$ cat src/rtl/ts_pkg.sv
// Shared constants, FSM encoding and helpers for the EP3 transport-stream packer.
package ts_pkg;

   localparam int unsigned TS_LEN_DEFAULT = 188;
   localparam int unsigned ADDR_W         = 11;
   localparam int unsigned PKT_W          = 4;
   localparam logic [7:0]  TS_SYNC_BYTE   = 8'h47;

   typedef enum logic [1:0] {
      StIdle,
      StFill,
      StCommit,
      StWaitAckLow
   } pack_state_t;

   function automatic logic [15:0] sat_add16(input logic [15:0] a, input logic [1:0] inc);
      logic [16:0] sum;
      sum = {1'b0, a} + {15'd0, inc};
      return sum[16] ? 16'hFFFF : sum[15:0];
   endfunction

endpackage

$ cat src/rtl/ts_idle_timer.sv
// Idle-cycle counter: cleared by load, advanced by count, saturates and flags at TIMEOUT.
module ts_idle_timer #(
   parameter int unsigned TIMEOUT = 65535
) (
   input  logic clk,
   input  logic reset,
   input  logic load,
   input  logic count,
   output logic expire
);

   localparam int unsigned CW = (TIMEOUT < 1) ? 1 : $clog2(TIMEOUT + 1);
   localparam logic [CW-1:0] LIMIT = CW'(TIMEOUT);

   logic [CW-1:0] cnt_q, cnt_d;

   always_comb begin
      cnt_d = cnt_q;
      if (load) begin
         cnt_d = '0;
      end else if (count && (cnt_q != LIMIT)) begin
         cnt_d = cnt_q + 1'b1;
      end
   end

   always_ff @(posedge clk) begin
      if (reset) begin
         cnt_q <= '0;
      end else begin
         cnt_q <= cnt_d;
      end
   end

   assign expire = (cnt_q == LIMIT);

endmodule

$ cat src/rtl/ts_ep3_packer.sv
// Packs 188-byte TS packets into the EP3 IN buffer and commits whole-packet transfers.
module ts_ep3_packer
   import ts_pkg::*;
#(
   parameter int unsigned TS_LEN        = TS_LEN_DEFAULT,
   parameter int unsigned PKTS_PER_XFER = 2,
   parameter int unsigned FLUSH_TIMEOUT = 65535
) (
   input  logic              ep3_ext_clk,
   input  logic              reset,
   input  logic              enable,
   input  logic [7:0]        ts_data,
   input  logic              ts_valid,
   input  logic              ts_start,
   output logic [ADDR_W-1:0] buf_in_addr,
   output logic [7:0]        buf_in_data,
   output logic              buf_in_wren,
   input  logic              buf_in_ready,
   output logic              buf_in_commit,
   output logic [ADDR_W-1:0] buf_in_commit_len,
   input  logic              buf_in_commit_ack,
   output logic [15:0]       stat_drop_cnt,
   output logic              stat_sync_err
);

   localparam logic [ADDR_W-1:0] TS_LEN_A  = ADDR_W'(TS_LEN);
   localparam logic [ADDR_W-1:0] LAST_IDX  = ADDR_W'(TS_LEN - 1);
   localparam logic [ADDR_W-1:0] XFER_LEN  = ADDR_W'(PKTS_PER_XFER * TS_LEN);
   localparam logic [PKT_W-1:0]  PKTS_LAST = PKT_W'(PKTS_PER_XFER - 1);

   pack_state_t       state_q, state_d;
   logic [ADDR_W-1:0] base_q, base_d;
   logic [ADDR_W-1:0] byte_cnt_q, byte_cnt_d;
   logic [PKT_W-1:0]  pkts_q, pkts_d;
   logic              in_pkt_q, in_pkt_d;
   logic [ADDR_W-1:0] addr_q, addr_d;
   logic [7:0]        data_q, data_d;
   logic              wren_q, wren_d;
   logic              commit_q, commit_d;
   logic [ADDR_W-1:0] len_q, len_d;
   logic [15:0]       drop_cnt_q, drop_cnt_d;
   logic              sync_err_q, sync_err_d;

   logic [1:0] drop_inc;
   logic       accept, start, sync_ok;
   logic       timer_load, timer_count, timer_expire;

   assign accept  = ts_valid & enable;
   assign start   = accept & ts_start;
   assign sync_ok = (ts_data == TS_SYNC_BYTE);

   ts_idle_timer #(
      .TIMEOUT(FLUSH_TIMEOUT)
   ) u_idle_timer (
      .clk   (ep3_ext_clk),
      .reset (reset),
      .load  (timer_load),
      .count (timer_count),
      .expire(timer_expire)
   );

   always_comb begin
      state_d     = state_q;
      base_d      = base_q;
      byte_cnt_d  = byte_cnt_q;
      pkts_d      = pkts_q;
      in_pkt_d    = in_pkt_q;
      addr_d      = addr_q;
      data_d      = data_q;
      wren_d      = 1'b0;
      commit_d    = commit_q;
      len_d       = len_q;
      sync_err_d  = 1'b0;
      drop_inc    = 2'd0;
      timer_load  = 1'b1;
      timer_count = 1'b0;

      unique case (state_q)
         StIdle: begin
            if (start) begin
               if (!buf_in_ready) begin
                  drop_inc = 2'd1;
               end else if (!sync_ok) begin
                  sync_err_d = 1'b1;
                  drop_inc   = 2'd1;
               end else begin
                  wren_d     = 1'b1;
                  addr_d     = base_q;
                  data_d     = ts_data;
                  byte_cnt_d = ADDR_W'(1);
                  in_pkt_d   = 1'b1;
                  state_d    = StFill;
               end
            end
         end

         StFill: begin
            timer_load  = accept;
            timer_count = !accept;
            if (start) begin
               // A start inside an unfinished packet truncates it; rewind to its base.
               if (in_pkt_q) begin
                  sync_err_d = 1'b1;
                  drop_inc   = drop_inc + 2'd1;
               end
               in_pkt_d   = 1'b0;
               byte_cnt_d = '0;
               if (!buf_in_ready) begin
                  drop_inc = drop_inc + 2'd1;
               end else if (!sync_ok) begin
                  sync_err_d = 1'b1;
                  drop_inc   = drop_inc + 2'd1;
               end else begin
                  wren_d     = 1'b1;
                  addr_d     = base_q;
                  data_d     = ts_data;
                  byte_cnt_d = ADDR_W'(1);
                  in_pkt_d   = 1'b1;
               end
            end else if (accept && in_pkt_q) begin
               wren_d = 1'b1;
               addr_d = base_q + byte_cnt_q;
               data_d = ts_data;
               if (byte_cnt_q == LAST_IDX) begin
                  base_d     = base_q + TS_LEN_A;
                  pkts_d     = pkts_q + 1'b1;
                  byte_cnt_d = '0;
                  in_pkt_d   = 1'b0;
                  if (pkts_q == PKTS_LAST) begin
                     commit_d = 1'b1;
                     len_d    = XFER_LEN;
                     state_d  = StCommit;
                  end
               end else begin
                  byte_cnt_d = byte_cnt_q + 1'b1;
               end
            end else if (!enable && in_pkt_q) begin
               in_pkt_d   = 1'b0;
               byte_cnt_d = '0;
            end else if (!accept && timer_expire) begin
               // Flush whatever complete packets we hold; a trailing partial is lost.
               in_pkt_d   = 1'b0;
               byte_cnt_d = '0;
               if (pkts_q != '0) begin
                  commit_d = 1'b1;
                  len_d    = ADDR_W'(pkts_q) * TS_LEN_A;
                  state_d  = StCommit;
               end else begin
                  state_d = StIdle;
               end
            end
         end

         StCommit: begin
            if (start) begin
               drop_inc = 2'd1;
            end
            if (buf_in_commit_ack) begin
               commit_d = 1'b0;
               state_d  = StWaitAckLow;
            end
         end

         StWaitAckLow: begin
            if (start) begin
               drop_inc = 2'd1;
            end
            if (!buf_in_commit_ack) begin
               base_d  = '0;
               addr_d  = '0;
               pkts_d  = '0;
               state_d = StIdle;
            end
         end
      endcase

      drop_cnt_d = sat_add16(drop_cnt_q, drop_inc);
   end

   always_ff @(posedge ep3_ext_clk) begin
      if (reset) begin
         state_q    <= StIdle;
         base_q     <= '0;
         byte_cnt_q <= '0;
         pkts_q     <= '0;
         in_pkt_q   <= 1'b0;
         addr_q     <= '0;
         data_q     <= '0;
         wren_q     <= 1'b0;
         commit_q   <= 1'b0;
         len_q      <= '0;
         drop_cnt_q <= '0;
         sync_err_q <= 1'b0;
      end else begin
         state_q    <= state_d;
         base_q     <= base_d;
         byte_cnt_q <= byte_cnt_d;
         pkts_q     <= pkts_d;
         in_pkt_q   <= in_pkt_d;
         addr_q     <= addr_d;
         data_q     <= data_d;
         wren_q     <= wren_d;
         commit_q   <= commit_d;
         len_q      <= len_d;
         drop_cnt_q <= drop_cnt_d;
         sync_err_q <= sync_err_d;
      end
   end

   assign buf_in_addr       = addr_q;
   assign buf_in_data       = data_q;
   assign buf_in_wren       = wren_q;
   // Commit must fall in the very cycle reset is raised, not one later.
   assign buf_in_commit     = commit_q & ~reset;
   assign buf_in_commit_len = len_q;
   assign stat_drop_cnt     = drop_cnt_q;
   assign stat_sync_err     = sync_err_q;

endmodule

$ cat config.mk
export PLATFORM = sky130hd
export DESIGN_NAME = ts_ep3_packer
export DESIGN_NICKNAME = d
export VERILOG_FILES = /design/src/rtl/ts_pkg.sv /design/src/rtl/ts_idle_timer.sv /design/src/rtl/ts_ep3_packer.sv
export SDC_FILE = /design/constraint.sdc
export NUM_CORES = 1
export LEC_CHECK = 0
export BUFFER_PORTS_ARGS = -buffer_cell sky130_fd_sc_hd__clkbuf_2
export CAP_MARGIN = 20
export CORE_UTILIZATION = 55
export CTS_BUF_LIST = sky130_fd_sc_hd__clkbuf_4
export DETAILED_ROUTE_END_ITERATION = 7
export PLACE_DENSITY = 0.77
export SKIP_CTS_REPAIR_TIMING = 1
export SLEW_MARGIN = 25
export SYNTH_ARGS = -nofsm -noshare
export SYNTH_HDL_FRONTEND = slang
export SYNTH_SLANG_ARGS = --single-unit
$ cat constraint.sdc
create_clock -name ep3_ext_clk -period 3.5 [get_ports ep3_ext_clk]
set_clock_uncertainty 0.1 [all_clocks]
set_input_delay 0.525 -clock ep3_ext_clk [delete_from_list [all_inputs] [get_ports ep3_ext_clk]]
set_output_delay 0.525 -clock ep3_ext_clk [all_outputs]
set_load 0.1 [all_outputs]
* Word-level counts from Yosys, hierarchy flattened *
Index checks and enable logic that the tools add are counted.

storage, ports and cells
  logic and storage cells = 175
  register bits = 94
  output and inout bits = 49
  input bits = 15

cells by class
  bitwise gates (word level) = 5
  multiplexer cells = 98
  add/subtract/negate cells = 7
  equality and inequality tests = 27
  reduce and logical (&&, ||, !) cells = 24
  multipliers = 1

operators by type and width
  operator                 count
  $mux W11                 23
  $pmux W11 S2             2
  $mux W8                  5
  $mux W1                  37
  $mux W2                  17
  $pmux W11 S3             1
  $ne A2 B2 Y1 const B     9
  $ne A3 B3 Y1 const B     6
  $add A16 B2 Y17          1
  $add A16 B1 Y16 const B  1
  $eq A16 B16 Y1 const B   1
  $mux W16                 1
  $mux W4                  4
  $ne A16 B16 Y1 const B   1
  $pmux W8 S2              1
  $add A11 B1 Y11 const B  1
  $add A11 B11 Y11         1
  $add A11 B8 Y11 const B  1
  $eq A11 B8 Y1 const B    1
  $reduce_and A10 Y1       1
  $reduce_and A5 Y1        2
  $reduce_bool A2 Y1       5
  $mul A4 B6 Y9 const B    1
  $eq A8 B7 Y1 const B     1
  25 further kinds         38

* Depth between registers and ports, before layout *
Gate-level depths: netlist (run 1).

  word-level depth = 11
  depth in mapped cells = 17
  depth with buffers taken out = 15

* Cells and area by module *
A second synthesis (run 1) with hierarchy kept.

unflattened totals
  cell total of the unflattened synthesis = 606
  area total of the unflattened synthesis = 5148.7 sq um

by module, submodules not included
  module         area each (sq um)  instances  cells each  sequential area each (sq um)
  ts_ep3_packer  4317.9             1          509         1481.4
  ts_idle_timer  830.8              1          97          320.3

* Worst setup path after synthesis (run 1) *
Ideal clock, no wire load.

  kind = input to register
  from = in ts_data[4]
  to = reg drop_cnt_q[13], in the netlist stat_drop_cnt[13]
  cell stages on the path = 17
  path slack = 0.080 ns
  setup time = 0.071 ns
  required time = 3.329 ns
  path buffers = 2
  data arrival time = 3.250 ns
  path through = nor4b_1 > nand2_1 > inv_1 > ha_1 > nor2_1 > o21ai_0 > o21ai_0 > a21oi_1 > ha_1 > inv_1 > fa_1 > clkbuf_1 > nand3b_1 > nor3_1 > nand3_1 > clkbuf_1 > a21oi_1

between the ends
  word-level cells in the longest chain between the ends = 7
  elaborated cells on any way between the ends = 10
  those cells by class = 1 x add/sub; 1 x eq/ne; 8 x mux

RTL lines
  item                                RTL line                                   text
  from (decl)                         ts_ep3_packer.sv:12                        input logic [7:0] ts_data,
  $eq A8 B7 Y1 (*)                    ts_ep3_packer.sv:50                        assign sync_ok = (ts_data == TS_SYNC_BYTE);
  $mux W2 or $mux W1 (tied branches)  ts_ep3_packer.sv:110, ts_ep3_packer.sv:83
  $mux W2 or $mux W1 (tied branches)  ts_ep3_packer.sv:108, ts_ep3_packer.sv:81
  $mux W2 or $mux W1 (tied branches)  ts_ep3_packer.sv:100, ts_ep3_packer.sv:80
  $pmux W2 S3 (*)                     ts_ep3_packer.sv:78                        unique case (state_q)
  $add A16 B2 Y17 (*)                 ts_pkg.sv:18                               sum = {1'b0, a} + {15'd0, inc};
  $mux W16 (*)                        ts_pkg.sv:19                               return sum[16] ? 16'hFFFF : sum[15:0];
  to (signal assigned)                ts_ep3_packer.sv:205                       drop_cnt_q <= drop_cnt_d;
  to (decl)                           ts_ep3_packer.sv:41                        logic [15:0] drop_cnt_q, drop_cnt_d;

Mark *: on every way between the ends. The rest lies on a longest branch, timed or not.
A chain may end at the register's enable or synchronous reset.

* Worst setup path in the final report (run 1) *
  from = reg pkts_q[1]
  to = reg len_q[10], in the netlist buf_in_commit_len[10]

between the ends
  word-level cells in the longest chain between the ends = 5
  elaborated cells on any way between the ends = 10
  those cells by class = 1 x mul; 2 x eq/ne; 4 x mux; 3 x reduce/logical

RTL lines
  item                    RTL line              text
  from (decl)             ts_ep3_packer.sv:34   logic [PKT_W-1:0] pkts_q, pkts_d;
  from (signal assigned)  ts_ep3_packer.sv:198  pkts_q <= pkts_d;
  $mul A4 B6 Y9           ts_ep3_packer.sv:146  len_d = ADDR_W'(pkts_q) * TS_LEN_A;
  $mux W11                ts_ep3_packer.sv:144  if (pkts_q != '0) begin
  $mux W11                ts_ep3_packer.sv:140  end else if (!accept && timer_expire) begin
  $mux W11                ts_ep3_packer.sv:137  end else if (!enable && in_pkt_q) begin
  $mux W11                ts_ep3_packer.sv:120  end else if (accept && in_pkt_q) begin
  to (signal assigned)    ts_ep3_packer.sv:204  len_q <= len_d;
  to (decl)               ts_ep3_packer.sv:40   logic [ADDR_W-1:0] len_q, len_d;

Several ways; a longest one is shown, not always the timed one. The select of a mux whose other input is x is not followed.

==> results of run 1 <==
[metal layers]
metal	track usage, %	vias up
met5	0	-
met4	10.45	0
met3	3.475	21
met2	43.89	155
met1	36.96	2369
li1	-	2390
[through the flow]
| step | total power, mW | hold WS (ns) |
|---|---|---|
| floorplan | 1.095 | 0.3408 |
| global placement | 1.115 | 0.3406 |
| detailed placement | 1.116 | 0.3498 |
| CTS | 1.844 | 0.2411 |
| global route | 1.896 | 0.2576 |
| finish | 1.832 | 0.2581 |
[cells by family (layout without fill, tap and decap cells)]
logic type / count (synthesis) / count (layout) / synth area share [%]
multiplexers: 3 / 3 / 0.6065
AND/OR/NAND/NOR: 208 / 208 / 21.59
buffers and inverters: 63 / 122 / 4.852
adder cells (fa/ha/maj): 37 / 37 / 9.704
flip-flops: 90 / 90 / 34.93
XOR/XNOR: 27 / 27 / 4.585
other: 1 / 2 / 0.07271
AO/OA/AOI/OAI: 183 / 183 / 23.65
[how the worst min path moves through the flow]
stage / start / slack, ns / to
floorplan: u_idle_timer.cnt_q[15]$_SDFFE_PP0P_ / 0.34 / u_idle_timer.cnt_q[15]$_SDFFE_PP0P_
global placement: buf_in_addr[2]$_SDFFE_PP0P_ / 0.34 / buf_in_addr[2]$_SDFFE_PP0P_
detailed placement: buf_in_addr[2]$_SDFFE_PP0P_ / 0.35 / buf_in_addr[2]$_SDFFE_PP0P_
CTS: ts_data[3] / 0.24 / buf_in_data[3]$_SDFFE_PP0P_
global route: ts_data[7] / 0.26 / buf_in_data[7]$_SDFFE_PP0P_
finish: ts_data[3] / 0.26 / buf_in_data[3]$_SDFFE_PP0P_
[state kept, by name, indices dropped and copies added (netlist names)]
register,count
base_q,9
buf_in_addr,11
buf_in_commit_len,9
buf_in_data,8
buf_in_wren,1
byte_cnt_q,11
commit_q,1
in_pkt_q,1
pkts_q,4
stat_drop_cnt,16
stat_sync_err,1
state_q,2
u_idle_timer.cnt_q,16
[synthesized netlist by cell type (all sizes together), types with 6 or more instances]
master | count | share of area [%]
nand2 | 47 | 3.4
dfxtp | 90 | 35
o21ai | 31 | 3.0
and3 | 7 | 0.85
a22oi | 11 | 1.6
nor2 | 40 | 2.9
nor3 | 20 | 2.3
and4 | 6 | 1.0
ha | 32 | 7.8
or3 | 20 | 2.4
inv | 35 | 2.5
nand3 | 24 | 2.4
clkbuf | 20 | 1.5
xnor2 | 19 | 3.2
nand4 | 8 | 0.97
xor2 | 8 | 1.4
a311oi | 11 | 1.9
buf | 7 | 0.78
a21oi | 64 | 6.3
[power by group through the flow]
| stage | sequential [mW] | combinational [mW] | clock (mW) |
|---|---|---|---|
| floorplan | 1.06 | 0.0383 | 0 |
| global placement | 1.05 | 0.0658 | 0 |
| detailed placement | 1.05 | 0.0674 | 0 |
| CTS | 1.03 | 0.0679 | 0.750 |
| global route | 1.03 | 0.0737 | 0.795 |
| finish | 1.03 | 0.0687 | 0.736 |
[cells in the final DEF, fill, tap and decap left out, drive strengths merged, types with 4 or more instances in the layout]
master	Yosys	routed
dfxtp	90	90
clkbuf	20	71
a21oi	64	64
nand2	47	47
nor2	40	40
inv	35	36
ha	32	32
o21ai	31	31
nand3	24	24
or3	20	20
nor3	20	20
xnor2	19	19
a311oi	11	11
a22oi	11	11
buf	7	9
nand4	8	8
xor2	8	8
and3	7	7
and4	6	6
a41oi	5	5
o31ai	5	5
a21o	5	5
a31oi	5	5
fa	5	5
or4	5	5
nor4	5	5
nand2b	4	4
nor2b	4	4
o221a	4	4
a211oi	4	4
and2	4	4
o41ai	4	4
[worst max-delay path: stages, from the launching register on]
cell	delay [ns]
dfxtp_1	0.41
fa_1	0.59
inv_1	0.07
fa_1	0.49
inv_1	0.06
fa_1	0.46
a21oi_1	0.20
o211ai_1	0.13
a21oi_1	0.21
xnor2_1	0.15
o41ai_1	0.25
[area by class of cell]
cell class | instances | area, µm²
clock inverter | 6 | 113.9
sequential | 90 | 1802
multi-input combinational | 460 | 3109
timing repair buffer | 70 | 372.9
tap | 108 | 135.1
fill | 745 | 3148
inverter | 36 | 135.1
clock buffer | 10 | 75.07
==> metrics.md, run 1 <==
| Metric | Value |
|---|---|
| Post-route cell area | `5743 µm²` |
| H-tree levels | `3` |
| Final min period | `around 3.2 ns` |
| Placed instance area | `~5600 µm²` |
| Die footprint | `9768 µm²` |
| Setup crit start kind | `register` |
| Critical path fanouts, max | `6` |
| Ant diodes | `0` |
| EDFF count, synth | `0` |
| GRT Util Overall | `between 20% and 30%` |
| Grt total ovfl | `0` |
| Initial DRT Pass Iterations | `7` |
| FF+latch count, synth | `90` |
| Worst path arrival time | `between 3 and 4 ns` |
| Detail Route Antenna Nets | `0` |
| Layout cells sized above 1 | `between 10% and 20%` |
| Root Driver | `clkbuf_4` |
| Endpoint class of the critical path | `register` |
| Hold Vio Cnt, Final | `0` |
| Clock sinks | `90` |
| Fin cells | `780` |
| Drt drc | `0` |
| Vias in the first global route | `~4,500` |
| Placer Congestion | `about 0.90` |
| Max-slew violations | `0` |
| Critical Path Sink | `buf_in_commit_len[10]$_SDFFE_PP0P_` |
| Peak VDD IR | `0.2474 mV` |
| Hold depth | `3` |
| Max-Cap Viols | `0` |
| YS warnings | `0` |
| Comb pwr share | `3.7%` |
| Switch Pwr | `~420 µW` |
| Clock power share | `between 40% and 50%` |
| Length of routed met2 wiring | `6045 µm` |
| FF-to-FF path depth | `10` |
| Switching Share | `22.90%` |
| Worst slew pin tran | `0.8043 ns` |
| P per Cell Area | `318.9 nW/µm²` |
| Finished Core Util | `between 60% and 70%` |
| Vias per cell | `6.327` |
| Sequential fraction of the synthesis area | `a little over a third` |
| Hold WC Path Type | `in -> reg` |
| Cell Area, Synth | `~5200 µm²` |
| Sequential Power Share | `~56%` |
| Clock transition at path regs | `0.14 ns` |
| First-pass GRT wire length | `approximately 21,000 µm` |
| Pin count of the biggest net entering global routing | `between 50 and 60` |
| Layout overhead on the synthesized area | `11.35%` |
| RSZ-0062 raised after global routing | `no` |
| Core box area | `slightly below 9000 µm²` |
| Critical path startpoint | `pkts_q[1]$_SDFFE_PP0P_` |
| Pint | `1.412 mW` |
| Status | `finished clean` |
| Initial antenna violation count | `0` |
| Worst setup path category | `reg -> reg` |
| Post-synth top flop | `dfxtp_1` |
| PnR worst setup slack | `about 0.27 ns` |
| 1st-iter DRT viols | `around 340` |
| Setup violators final | `0` |
| Starting Density | `58.01%` |
| Setup WS pre-CTS | `-0.05608 ns` |
| Reg-to-reg critical path startpoint | `pkts_q[1]$_SDFFE_PP0P_` |
| Async set-reset flop share out of synthesis | `0%` |
| Clock Path Buffers | `2` |
| Leakage power figure | `around 2.2 nW` |
| Vias | `a little under 5,000` |
| R2R Path End | `buf_in_commit_len[10]$_SDFFE_PP0P_` |
| Post-Route M1 WL | `slightly below 6000 µm` |
| Max-slew headroom | `a little under half` |
| Die Y | `just under 100 µm` |
| Placed cell count | `between 700 and 800` |
| Mean Syn Cell Area | `~8.4 µm²` |
| Top Metal Used | `met4` |
| Setup slack, reg-to-reg | `around 0.27 ns` |
| Num rows | `34` |
| Cells after Synth | `a little over 600` |
| Cts bufs inserted | `9` |
| # IOs | `64` |
| Req. time, crit path | `~3.8 ns` |
| Synth unique cells | `70` |
| Total wire length | `roughly 13,000 µm` |
| Nets | `719` |
| Clock Latency Late Sink | `~0.44 ns` |
| Port bufs | `~60` |
| Wire per inst | `roughly 17 µm` |
| Chip Width | `98.84 µm` |
| Fmax | `a little over 300 MHz` |
| TritonCTS clock tree | `yes` |
| Final Cycle Share | `around 92%` |
| Setup TNS Final | `0 ns` |
| Hpwl dp | `9451 µm` |
| Metal3 WL | `731 µm` |
(Power assumes the default switching activity.)
==> inputs of run 2 (changes only) <==
--- a/config.mk
+++ b/config.mk
@@ -5,14 +5,14 @@
 export SDC_FILE = /design/constraint.sdc
 export NUM_CORES = 1
 export LEC_CHECK = 0
+export ABC_AREA = 1
 export BUFFER_PORTS_ARGS = -buffer_cell sky130_fd_sc_hd__clkbuf_2
 export CAP_MARGIN = 20
-export CORE_UTILIZATION = 55
+export CORE_UTILIZATION = 45
 export CTS_BUF_LIST = sky130_fd_sc_hd__clkbuf_4
 export DETAILED_ROUTE_END_ITERATION = 7
-export PLACE_DENSITY = 0.77
+export PLACE_DENSITY = 0.64
 export SKIP_CTS_REPAIR_TIMING = 1
-export SLEW_MARGIN = 25
 export SYNTH_ARGS = -nofsm -noshare
 export SYNTH_HDL_FRONTEND = slang
 export SYNTH_SLANG_ARGS = --single-unit
==> metrics.md, run 2 <==
| Metric | Value |
|---|---|
| Vias per cell | `4.993` |
| Cell chain of the critical path | `inv_1 -> ha_1 -> a21oi_1 -> a211oi_1 -> ha_1 -> inv_1 -> fa_1 -> inv_1 -> nand2_1 -> nor3_2 -> nand3_1 -> nor2_1 -> nand3_1 -> nand2_1 -> nand2_1 -> nand2_1 -> inv_1` |
| Endpoint class of the critical path | `register` |
| FF-to-FF path depth | `17` |
| Chip Width | `~120 µm` |
| Peak VDD IR | `between 0.1 and 0.15 mV` |
| YS warnings | `0` |
| First-pass GRT wire length | `approximately 24,000 µm` |
| Worst Path Buf+Inv | `4` |
| Die Y | `between 100 and 150 µm` |
| Commonest cells in the netlist | `209 x nand2_1, 94 x inv_1, 91 x nor2_1` |
| R2R Path End | `stat_drop_cnt[14]$_SDFF_PP0_` |
| Most frequent cells in the layout | `209 x nand2_1, 94 x inv_1, 91 x nor2_1, 90 x dfxtp_1, 69 x a21oi_1` |
| Setup TNS Final | `0 ns` |
| Setup slack, reg-to-reg | `around 0.45 ns` |
| CP top delay family | `simple AND/OR/NAND/NOR gates` |
| Grt total ovfl | `0` |
| Switching Share | `between 20% and 30%` |
| Core box area | `roughly 13,000 µm²` |
| Async set-reset flop share out of synthesis | `0%` |
| Hpwl dp | `between 10,000 and 15,000 µm` |
| Hold Vio Cnt, Final | `0` |
| Yosys top cell area share | `around 30%` |
| Root Driver | `clkbuf_4` |
| 1st-iter DRT viols | `293` |
| Pint | `around 1.3 mW` |
| Setup violators final | `0` |
| Worst setup path category | `reg -> reg` |
| Synth area leader | `dfxtp_1` |
| Fmax | `about 330 MHz` |
| Clock sinks | `90` |
| Worst slew pin tran | `0.6463 ns` |
| Cell Area, Synth | `between 5000 and 6000 µm²` |
| Sequential Power Share | `56.5%` |
| Worst path arrival time | `3.34 ns` |
| Setup crit start kind | `register` |
| Hold WC Path Type | `in -> reg` |
| Count leader, synth | `nand2_1` |
| Cells taking the most area after synthesis | `dfxtp_1 30%, nand2_1 13%, ha_1 6.7%, inv_1 5.9%, a21oi_1 5.8%` |
| Clock transition at path regs | `roughly 0.15 ns` |
| Layout cells sized above 1 | `between 15 and 20%` |
| Die footprint | `between 10,000 and 15,000 µm²` |
| Placer Congestion | `0.8907` |
| Synth unique cells | `50` |
| Max-slew violations | `0` |
| GRT Util Overall | `22.09%` |
| Req. time, crit path | `3.79 ns` |
| Hold depth | `3` |
| Leakage power figure | `about 2.9 nW` |
| Max-slew headroom | `a little under three fifths` |
| Comb pwr share | `under 10%` |
| Wire per inst | `about 13 µm` |
| FF/Latch Area | `1802 µm²` |
| Switch Pwr | `just under 500 µW` |
| TritonCTS clock tree | `yes` |
| FF+latch count, synth | `90` |
| Initial antenna violation count | `2` |
| Hold EP | `buf_in_data[7]$_SDFFE_PP0P_` |
| Drt drc | `0` |
| Sequential fraction of the synthesis area | `between 30% and 40%` |
| Cts bufs inserted | `9` |
| Max-Cap Viols | `0` |
| Reg-to-reg critical path startpoint | `in_pkt_q$_SDFFE_PP0P_` |
| Final Cycle Share | `between 80% and 90%` |
| EDFF count, synth | `0` |
| Placed cell count | `1,083` |
| Pin count of the biggest net entering global routing | `32` |
| Critical path fanouts, max | `5` |
| Layout overhead on the synthesized area | `10.34%` |
| Vias in the first global route | `4,967` |
| Cells after Synth | `860` |
| P per Cell Area | `277.9 nW/µm²` |
| Commonest non-fill, non-tap cell in the layout | `nand2_1` |
| Nets | `974` |
| CP peak stage delay | `roughly 0.40 ns` |
| Detail Route Antenna Nets | `0` |
| Hold Path Origin | `ts_data[7]` |
| Total wire length | `14,240 µm` |
| Finished Core Util | `about 52%` |
| Initial DRT Pass Iterations | `5` |
| Num rows | `approximately 40` |
| Area of the multi-input gates | `~3600 µm²` |
| Clock Path Buffers | `2` |
| Clock power share | `between 30% and 40%` |
| H-tree levels | `3` |
| Status | `finished clean` |
| Fin cells | `~1,100` |
| Clock Latency Late Sink | `0.47 ns` |
| # IOs | `64` |
| Mean Syn Cell Area | `approximately 7 µm²` |
| Final min period | `around 3 ns` |
| Slowest cell on the critical path | `dfxtp_1` |
| RSZ-0062 raised after global routing | `no` |
| Vias | `5,497` |
| Port bufs | `between 60 and 70` |
| Fillers | `1,322` |
| Post-synth top flop | `dfxtp_1` |
| Starting Density | `a little under half` |
| Hold WS | `~0.2 ns` |
==> run 2: per-layer routing <==
layer	track usage [%]	wire length [µm]	up-vias
met3	4.068	684	12
met1	31.62	7315	2457
met4	5.570	136	0
li1	-	-	2907
met5	0	0	-
met2	34.04	6103	121
==> run 2: area by class of cell <==
cell class	count	area share [%]
tap	172	3.262
multi-input combinational	644	54.85
clock inverter	7	1.422
timing repair buffer	74	6.107
inverter	103	5.955
sequential	90	27.31
antenna	2	0.07586
clock buffer	9	1.024
==> run 2: power groups by stage <==
stage | logic [mW] | clock network [mW] | registers, mW
after global routing | 0.135 | 0.731 | 1.04
after global placement | 0.125 | 0 | 1.06
after CTS | 0.126 | 0.693 | 1.04
final | 0.126 | 0.672 | 1.04
after floorplan | 0.0553 | 0 | 1.10
after detailed placement | 0.126 | 0 | 1.06
==> run 2: through the flow <==
| stage | setup WS, ns | cell area, µm² | power [mW] |
|---|---|---|---|
| finish | 0.4501 | 6598 | 1.833 |
| global route | 0.1646 | 6598 | 1.903 |
| CTS | 0.4524 | 6593 | 1.854 |
| detailed placement | -0.01703 | 6431 | 1.183 |
| global placement | 0.01563 | 6431 | 1.183 |
| floorplan | 0.2337 | 5983 | 1.154 |
==> run 2: worst max path at each step <==
| stage | from | end | slack [ns] | cells after the start |
|---|---|---|---|---|
| finish | in_pkt_q$_SDFFE_PP0P_ | stat_drop_cnt[14]$_SDFF_PP0_ | 0.45 | 17 |
| floorplan | ts_data[7] | stat_drop_cnt[14]$_SDFF_PP0_ | 0.23 | 21 |
| global route | in_pkt_q$_SDFFE_PP0P_ | stat_drop_cnt[14]$_SDFF_PP0_ | 0.16 | 17 |
| global placement | ts_data[2] | stat_drop_cnt[14]$_SDFF_PP0_ | 0.02 | 21 |
| CTS | in_pkt_q$_SDFFE_PP0P_ | stat_drop_cnt[14]$_SDFF_PP0_ | 0.45 | 17 |
| detailed placement | ts_data[2] | stat_drop_cnt[14]$_SDFF_PP0_ | -0.02 | 21 |
==> run 2: worst reg2reg max path, stage by stage, from the launching register on <==
cell and delay (ns):
dfxtp_1 0.40, inv_1 0.14, ha_1 0.30, a21oi_1 0.06, a211oi_1 0.27, ha_1 0.23
inv_1 0.05, fa_1 0.37, inv_1 0.08, nand2_1 0.08, nor3_2 0.14, nand3_1 0.19
nor2_1 0.26, nand3_1 0.10, nand2_1 0.07, nand2_1 0.05, nand2_1 0.05, inv_1 0.04
==> run 2: kinds of logic (layout without fill, tap and decap cells) <==
kind of cell / count (synthesis) / in the layout / synth area share, %
buffers and inverters: 127 / 193 / 9.416
other: 1 / 4 / 0.06271
AND/OR/NAND/NOR: 430 / 430 / 32.79
adder cells (fa/ha/maj): 37 / 37 / 8.370
AO/OA/AOI/OAI: 142 / 142 / 14.40
flip-flops: 90 / 90 / 30.13
XOR/XNOR: 33 / 33 / 4.834
